--- config.mk ---
export PLATFORM = sky130hd
export DESIGN_NAME = pc_fetch_unit_flat
export DESIGN_NICKNAME = d
export VERILOG_FILES = /design/src/rtl/pc_fetch_unit_if.sv /design/src/rtl/pc_fetch_unit.sv /design/src/flat_wrapper.sv
export SDC_FILE = /design/constraint.sdc
export NUM_CORES = 1
export LEC_CHECK = 0
export BUFFER_PORTS_ARGS = -buffer_cell sky130_fd_sc_hd__buf_2
export CAP_MARGIN = 20
export CORE_AREA = 2 2 129 131
export DETAILED_ROUTE_END_ITERATION = 10
export DIE_AREA = 0 0 131 133
export PLACE_DENSITY = 0.62
export SYNTH_ARGS = -nofsm -noshare
export SYNTH_HDL_FRONTEND = slang
export SYNTH_SLANG_ARGS = --single-unit
--- constraint.sdc ---
create_clock -name CLK -period 5.2 [get_ports CLK]
set_input_delay 0.52 -clock CLK [delete_from_list [all_inputs] [get_ports CLK]]
set_output_delay 0.52 -clock CLK [all_outputs]
set_load 0.05 [all_outputs]
--- src/rtl/pc_fetch_unit_if.sv ---
// Instruction-memory fetch bus between pc_fetch_unit (master) and memory (slave).
// IMemReq is held high until the cycle IMemAck is seen; IMemData is captured
// in that same cycle. IMemAck while IMemReq=0 carries no meaning.
interface pc_fetch_unit_if #(
    parameter int ADDR_W  = 64,
    parameter int INSTR_W = 32
);
    logic               IMemReq;
    logic [ADDR_W-1:0]  IMemAddr;
    logic               IMemAck;
    logic [INSTR_W-1:0] IMemData;

    modport master (
        output IMemReq,
        output IMemAddr,
        input  IMemAck,
        input  IMemData
    );

    modport slave (
        input  IMemReq,
        input  IMemAddr,
        output IMemAck,
        output IMemData
    );
endinterface

--- src/rtl/pc_fetch_unit.sv ---
// pc_fetch_unit: multi-cycle PC register and fetch front end of the LEGv8 datapath.
// Holds CurrentPC, fetches over the imem req/ack bus, presents the instruction
// downstream, waits for retirement (PCUpdate) and loads NextPC verbatim.
// Optional macro PC_FETCH_STATS_EN adds RetireCount and TakenCount outputs.
//
// Downstream handshake: InstrValid=1 means Instr holds a fetched word not yet
// accepted; a transfer happens on a rising edge where InstrValid && InstrReady.
// InstrValid never drops without that transfer (except on reset), and Instr is
// stable while InstrValid is high. InstrReady with InstrValid=0 is ignored.
module pc_fetch_unit #(
    parameter int ADDR_W  = 64,
    parameter int INSTR_W = 32
) (
    input  logic                CLK,
    input  logic                Reset_L,
    input  logic [ADDR_W-1:0]   StartPC,
    input  logic [ADDR_W-1:0]   NextPC,
    input  logic                PCUpdate,
    pc_fetch_unit_if.master     imem,
    output logic                InstrValid,
    output logic [INSTR_W-1:0]  Instr,
    input  logic                InstrReady,
    output logic [ADDR_W-1:0]   CurrentPC,
    output logic                Misaligned,
`ifdef PC_FETCH_STATS_EN
    output logic [31:0]         RetireCount,
    output logic [31:0]         TakenCount,
`endif
    output logic [2:0]          o_dbg_state
);

    typedef enum logic [2:0] {
        S_BOOT  = 3'd0,
        S_REQ   = 3'd1,
        S_VALID = 3'd2,
        S_EXEC  = 3'd3,
        S_FAULT = 3'd4
    } state_t;

    state_t             r_state;
    logic [ADDR_W-1:0]  r_pc;
    logic [INSTR_W-1:0] r_instr;
    logic               r_imem_req;
    logic               r_instr_valid;
    logic               r_misaligned;
    logic               w_retire;

    // A retirement is only accepted while waiting in S_EXEC.
    assign w_retire = (r_state == S_EXEC) && PCUpdate;

    // Fetch FSM; outputs are registered alongside the state so they follow it exactly.
    always_ff @(posedge CLK) begin
        if (!Reset_L) begin
            r_state       <= S_BOOT;
            r_pc          <= StartPC;
            r_instr       <= '0;
            r_imem_req    <= 1'b0;
            r_instr_valid <= 1'b0;
            r_misaligned  <= 1'b0;
        end else begin
            case (r_state)
                S_BOOT: begin
                    if (r_pc[1:0] != 2'b00) begin
                        r_state      <= S_FAULT;
                        r_misaligned <= 1'b1;
                    end else begin
                        r_state    <= S_REQ;
                        r_imem_req <= 1'b1;
                    end
                end
                S_REQ: begin
                    if (imem.IMemAck) begin
                        r_instr       <= imem.IMemData;
                        r_imem_req    <= 1'b0;
                        r_instr_valid <= 1'b1;
                        r_state       <= S_VALID;
                    end
                end
                S_VALID: begin
                    if (InstrReady) begin
                        r_instr_valid <= 1'b0;
                        r_state       <= S_EXEC;
                    end
                end
                S_EXEC: begin
                    if (PCUpdate) begin
                        // The PC loads even when it is misaligned, so the fault address is visible.
                        r_pc <= NextPC;
                        if (NextPC[1:0] != 2'b00) begin
                            r_state      <= S_FAULT;
                            r_misaligned <= 1'b1;
                        end else begin
                            r_state    <= S_REQ;
                            r_imem_req <= 1'b1;
                        end
                    end
                end
                S_FAULT: begin
                    // Absorbing until reset.
                    r_imem_req    <= 1'b0;
                    r_instr_valid <= 1'b0;
                    r_misaligned  <= 1'b1;
                end
                default: begin
                    r_state       <= S_FAULT;
                    r_imem_req    <= 1'b0;
                    r_instr_valid <= 1'b0;
                    r_misaligned  <= 1'b1;
                end
            endcase
        end
    end

`ifdef PC_FETCH_STATS_EN
    logic [31:0]       r_retire_cnt;
    logic [31:0]       r_taken_cnt;
    logic [ADDR_W-1:0] w_pc_plus4;

    assign w_pc_plus4 = r_pc + ADDR_W'(4);

    // Retirement and taken-flow counters; both wrap naturally at 32 bits.
    always_ff @(posedge CLK) begin
        if (!Reset_L) begin
            r_retire_cnt <= '0;
            r_taken_cnt  <= '0;
        end else if (w_retire) begin
            r_retire_cnt <= r_retire_cnt + 32'd1;
            if (NextPC != w_pc_plus4) begin
                r_taken_cnt <= r_taken_cnt + 32'd1;
            end
        end
    end

    assign RetireCount = r_retire_cnt;
    assign TakenCount  = r_taken_cnt;
`else
    logic w_retire_unused;
    assign w_retire_unused = w_retire;
`endif

    assign imem.IMemReq  = r_imem_req;
    assign imem.IMemAddr = r_pc;
    assign InstrValid    = r_instr_valid;
    assign Instr         = r_instr;
    assign CurrentPC     = r_pc;
    assign Misaligned    = r_misaligned;
    assign o_dbg_state   = r_state;

endmodule

--- src/flat_wrapper.sv ---
// flat-port wrapper written by rule: the top's interface ports become plain ports
module pc_fetch_unit_flat 
#(
    parameter int ADDR_W  = 64,
    parameter int INSTR_W = 32
)
  (CLK, Reset_L, StartPC, NextPC, PCUpdate, InstrValid, Instr, InstrReady, CurrentPC, Misaligned, o_dbg_state, imem_IMemReq, imem_IMemAddr, imem_IMemAck, imem_IMemData);
  pc_fetch_unit_if #(.ADDR_W(ADDR_W), .INSTR_W(INSTR_W)) imem_i ();
  input  logic CLK;
  input  logic Reset_L;
  input  logic [ADDR_W-1:0] StartPC;
  input  logic [ADDR_W-1:0] NextPC;
  input  logic PCUpdate;
  output logic InstrValid;
  output logic [INSTR_W-1:0] Instr;
  input  logic InstrReady;
  output logic [ADDR_W-1:0] CurrentPC;
  output logic Misaligned;
  output logic [2:0] o_dbg_state;
  output wire logic [$bits(imem_i.IMemReq)-1:0] imem_IMemReq;
  output wire logic [$bits(imem_i.IMemAddr)-1:0] imem_IMemAddr;
  input wire logic [$bits(imem_i.IMemAck)-1:0] imem_IMemAck;
  input wire logic [$bits(imem_i.IMemData)-1:0] imem_IMemData;
  assign imem_IMemReq = imem_i.IMemReq;
  assign imem_IMemAddr = imem_i.IMemAddr;
  assign imem_i.IMemAck = imem_IMemAck;
  assign imem_i.IMemData = imem_IMemData;
  pc_fetch_unit #(.ADDR_W(ADDR_W), .INSTR_W(INSTR_W)) u_core (.CLK(CLK), .Reset_L(Reset_L), .StartPC(StartPC), .NextPC(NextPC), .PCUpdate(PCUpdate), .imem(imem_i), .InstrValid(InstrValid), .Instr(Instr), .InstrReady(InstrReady), .CurrentPC(CurrentPC), .Misaligned(Misaligned), .o_dbg_state(o_dbg_state));
endmodule
Word level (Yosys, flattened, before mapping)

Index checks and enable logic that the tools add are counted.

Input bits: 165
Flip-flop bits (word level): 102
Output and inout bits: 166

Equal/unequal tests: 13
Muxes and demuxes: 21
Bitwise operators: 4
Reduce and logical (&&, ||, !) cells: 11

Operators with widths:

| kind                 | number |
|---|---|
| $mux W64             | 3 |
| $mux W3              | 5 |
| $pmux W3 S5          | 1 |
| $ne A2 B2 Y1 const B | 6 |
| $mux W1              | 9 |
| $reduce_and A4 Y1    | 2 |
| $eq A3 B2 Y1 const B | 2 |
| $ne A2 B1 Y1 const B | 3 |
| $pmux W1 S3          | 2 |
| $reduce_and A5 Y1    | 1 |
| $not A1 Y1           | 4 |
| $pmux W1 S4          | 1 |
| $reduce_and A2 Y1    | 2 |
| $reduce_bool A2 Y1   | 2 |
| $reduce_or A2 Y1     | 2 |
| $eq A3 B1 Y1 const B | 1 |
| $eq A3 B3 Y1 const B | 1 |
| $logic_not A3 Y1     | 1 |
| $reduce_and A3 Y1    | 1 |

Logic depth before layout (Yosys ltp)

Word-level depth: 4
Depth in mapped cells: 6

Worst setup path after synthesis

OpenSTA, ideal clock, no wires.

Kind: flip-flop to flip-flop
Start: register u_core.r_state[0], in the netlist u_core.o_dbg_state[0]
End: register u_core.r_pc[0], in the netlist u_core.CurrentPC[0] (enable)
Buffers on the path: 1
Cell stages (with the launch flop): 4
Path slack: -0.898 ns
Setup time: 0.575 ns
Period minus slack after synthesis: 6.098 ns
Data required time: 4.625 ns
Arrival time: 5.523 ns
Path through: dfxtp_1 -> buf_6 -> nand3b_1 -> o21ai_0

Word-level cells in the longest chain between the ends: 3

Ends and longest elaborated chain:

| element                            | RTL line            | RTL |
|---|---|---|
| from (decl)                        | pc_fetch_unit.sv:40 | `state_t r_state;` |
| from (signal assigned)             | pc_fetch_unit.sv:54 | `r_state <= S_BOOT;` |
| from (signal assigned)             | pc_fetch_unit.sv:64 | `r_state <= S_FAULT;` |
| from (signal assigned)             | pc_fetch_unit.sv:67 | `r_state <= S_REQ;` |
| $eq A3 B2 Y1                       | pc_fetch_unit.sv:61 | `case (r_state)` |
| $ne A2 B1 Y1 (no source line)      | n/a                 |  |
| $reduce_and A2 Y1 (no source line) | n/a                 |  |
| to (signal assigned)               | pc_fetch_unit.sv:55 | `r_pc <= StartPC;` |
| to (signal assigned)               | pc_fetch_unit.sv:88 | `r_pc <= NextPC;` |
| to (decl)                          | pc_fetch_unit.sv:41 | `logic [ADDR_W-1:0] r_pc;` |

No other way between the ends.
A chain may end at the register's enable or synchronous reset.

Worst setup path after layout

Start: register u_core.r_state[1], in the netlist u_core.o_dbg_state[1]
End: register u_core.r_pc[52], in the netlist u_core.CurrentPC[52] (enable)

The elaborated chain is that of the path after synthesis.

==> results by group <==
Critical path
  – Critical path data arrival time: 2550 ps
  – Setup crit end kind: register
  – CP Class: register to register
  – Reg2reg start: u_core.o_dbg_state[1]$_SDFFE_PN0P_
  – Worst Path Max Fanout: 34
  – Critical Path Source Type: register
  – WP data required: 5190 ps
  – Worst Reg-to-Reg Cells: 3
  – Reg2reg setup slack: 2640 ps
  – Worst reg2reg endpoint: u_core.CurrentPC[52]$_DFFE_PP_

Drt
  – DRT iter0 DRCs: 116
  – DRC: 0
  – Post-Route WL: 13.0 mm
  – Final ANT Viol Nets: 0
  – Vias: 3656
  – DR vias/cell: 4.19
  – Routed WL per cell: 14.9 um
  – Pre-antenna DRT Iters: 4

Yosys
  – Post-synthesis sequential area ratio: 0.563
  – Syn Nets: 552
  – Synth area leaders: edfxtp_1 (40%), dfxtp_1 (16%), mux2_2 (14%)
  – Ys flop type: edfxtp_1
  – Synth warnings: 0
  – Post-synthesis average cell area: 12.3 um^2
  – Post-synthesis async set-or-reset flop share: 0
  – Mapped Area: 0.00476 mm^2
  – Number of synthesized flops with an enable pin: 64
  – Area leader, netlist: edfxtp_1
  – Library cells used by synthesis: 35
  – Synth Register Bits: 102
  – Most common cell in the synthesized netlist: nand2_1
  – Post-synthesis instance total: 387
  – Most frequent cells after synthesis: nand2_1 (67), buf_4 (64), edfxtp_1 (64), mux2_2 (61), dfxtp_1 (38)
  – Synth top area share: 0.404

Timing
  – Final hold viol count: 0
  – Worst Skew: 13.4 ps
  – Final slew viol count: 0
  – Fmax achieved: 390 MHz
  – RSZ-0062 raised after global routing: no
  – Slew headroom: 0.327
  – Hold slack: 405 ps
  – Post-route clock period utilization: 0.493
  – Least-Margin Pin Slew: 1010 ps
  – Final min period: 2560 ps
  – Final setup fails: 0
  – Setup_tns: 0 ps

GRT
  – Global-route wire length before repair: 18.1 mm
  – Total Routing Usage GR: 0.139
  – Initial antenna violation count: 0
  – GR Overflow Total: 0
  – Number of global-route vias before repair: 3432
  – Largest net degree at the start of global routing: 54

Layout
  – Layout cells sized above 1: 0.640
  – Final net count: 812
  – Area delta synth->final: 35.1%
  – Cell area after layout: 0.00643 mm^2
  – Ant diodes: 0
  – Finished Layout Cells: 872

Placement
  – Final Wtd Congestion: 0.750
  – DP HPWL: 9.97 mm
  – Buffers on Ports: 330
  – Area post-placement: 0.00611 mm^2
  – Dpl cells: 855

Clock network
  – CTS Buf Count: 9
  – Clk buf depth: 2
  – Clk pin slew, worst setup/hold paths: 70 ps
  – # clock sinks: 102
  – # H-tree levels: 3
  – Postcts setup bufs: 0
  – Hold buffer count at cts: 0
  – Clk_lat worst skew: 350 ps
  – CTS tree: yes
  – Resized cells post-CTS: 0
  – Clock Root Buffer: clkbuf_16

Worst hold path
  – Worst min path class: primary input to register
  – HP Start: imem_IMemData[25]
  – Hold EP: u_core.Instr[25]$_SDFFE_PN0P_
  – Min-Delay Path Depth: 3

Pwr
  – Int Power: 1.50 mW
  – VDD IR max: 191 uV
  – Pleak: 2.92 nW
  – Sequential share of power: 0.423
  – Clock power share: 0.297
  – Power Density: 358 mW/mm^2
  – Sw frac: 0.347
  – Comb power frac: 0.280
  – Sw Pwr: 0.800 mW

Run
  – Max-capacitance violation count: 0

Die
  – I/O Pins: 331
  – Core area: 0.0162 mm^2
  – Die Height: 133 um
  – Rows: 47
  – Die W: 131 um
  – Initial Utilization: 0.294
  – Die ar.: 0.0174 mm^2

Outcome
  – Status: complete, no violations
[how the worst max path moves through the flow]
stage | from | to | slack, ps | depth (start not counted)
2_1_floorplan | u_core.o_dbg_state[0]$_SDFFE_PN0P_ | u_core.CurrentPC[0]$_DFFE_PP_ | 830 | 3
3_3_place_gp | u_core.o_dbg_state[1]$_SDFFE_PN0P_ | u_core.CurrentPC[26]$_DFFE_PP_ | 2620 | 3
3_5_place_dp | u_core.o_dbg_state[1]$_SDFFE_PN0P_ | u_core.CurrentPC[26]$_DFFE_PP_ | 2560 | 3
4_1_cts | u_core.o_dbg_state[1]$_SDFFE_PN0P_ | u_core.CurrentPC[52]$_DFFE_PP_ | 2550 | 3
5_1_grt | u_core.o_dbg_state[1]$_SDFFE_PN0P_ | u_core.CurrentPC[19]$_DFFE_PP_ | 2370 | 3
6_report | u_core.o_dbg_state[1]$_SDFFE_PN0P_ | u_core.CurrentPC[52]$_DFFE_PP_ | 2640 | 3
[worst max-delay path: stages (launching register included)]
cell	delay, ps
dfxtp_1	590
nand3b_1	240
o21ai_4	820
buf_4	540
[sequential cells by signal, indices dropped and copies added (netlist names)]
name and flops:
u_core.o_dbg_state 3, u_core.imem.IMemReq 1, u_core.InstrValid 1, u_core.Instr 32, u_core.CurrentPC 64, u_core.Misaligned 1
[metal layers]
layer  global-route usage  part of all wire  vias to the layer above
met3               0.0449             0.089                       15
met5                    0                 0                        -
met2                0.236              0.50                      174
met1                0.161              0.40                     1667
li1                     -                 -                     1800
met4               0.0520             0.015                        0
[cell usage in the layout (no fill, tap or decap), drive strengths merged, types with 2 or more instances in the layout]
cell type,synthesis,layout
buf,81,334
edfxtp,64,64
nand3b,2,2
inv,3,4
mux2,64,64
dfxtp,38,38
nand2,67,67
clkinv,0,2
o21ai,2,2
clkbuf,4,12
a21boi,33,33
a21oi,6,6
nor3,2,2
nor2b,3,3
nor2,3,3
[through the flow]
| step | setup slack, ps | utilization | power (mW) |
|---|---|---|---|
| CTS | 2550 | 0.396 | 2.33 |
| detailed placement | 2560 | 0.378 | 1.64 |
| global route | 2370 | 0.398 | 2.40 |
| finish | 2640 | 0.398 | 2.30 |
| global placement | 2620 | 0.378 | 1.64 |
| floorplan | 830 | - | 1.51 |
[cell families after synthesis]
group                  after synthesis  share of synthesized area
AO/OA/AOI/OAI                       49                     0.0770
flip-flops                         102                      0.563
buffers and inverters               88                      0.132
multiplexers                        65                      0.153
AND/OR/NAND/NOR                     83                     0.0744
[area by class of cell]
cell class / instances / area, um^2
Fill cell: 1609 / 9740
Sequential cell: 102 / 2680
Timing Repair Buffer: 334 / 1700
Multi-Input combinational cell: 197 / 1460
Tap cell: 220 / 275
Clock buffer: 12 / 250
Clock inverter: 4 / 46.3
Inverter: 3 / 11.3
[power groups by stage]
stage | sequential (mW) | combinational (mW) | clock [mW]
floorplan | 1.19 | 0.318 | 0
global placement | 0.991 | 0.645 | 0
detailed placement | 0.994 | 0.645 | 0
CTS | 0.976 | 0.646 | 0.707
global route | 0.985 | 0.680 | 0.736
finish | 0.976 | 0.645 | 0.683
Power figures use the tool's default switching activity.
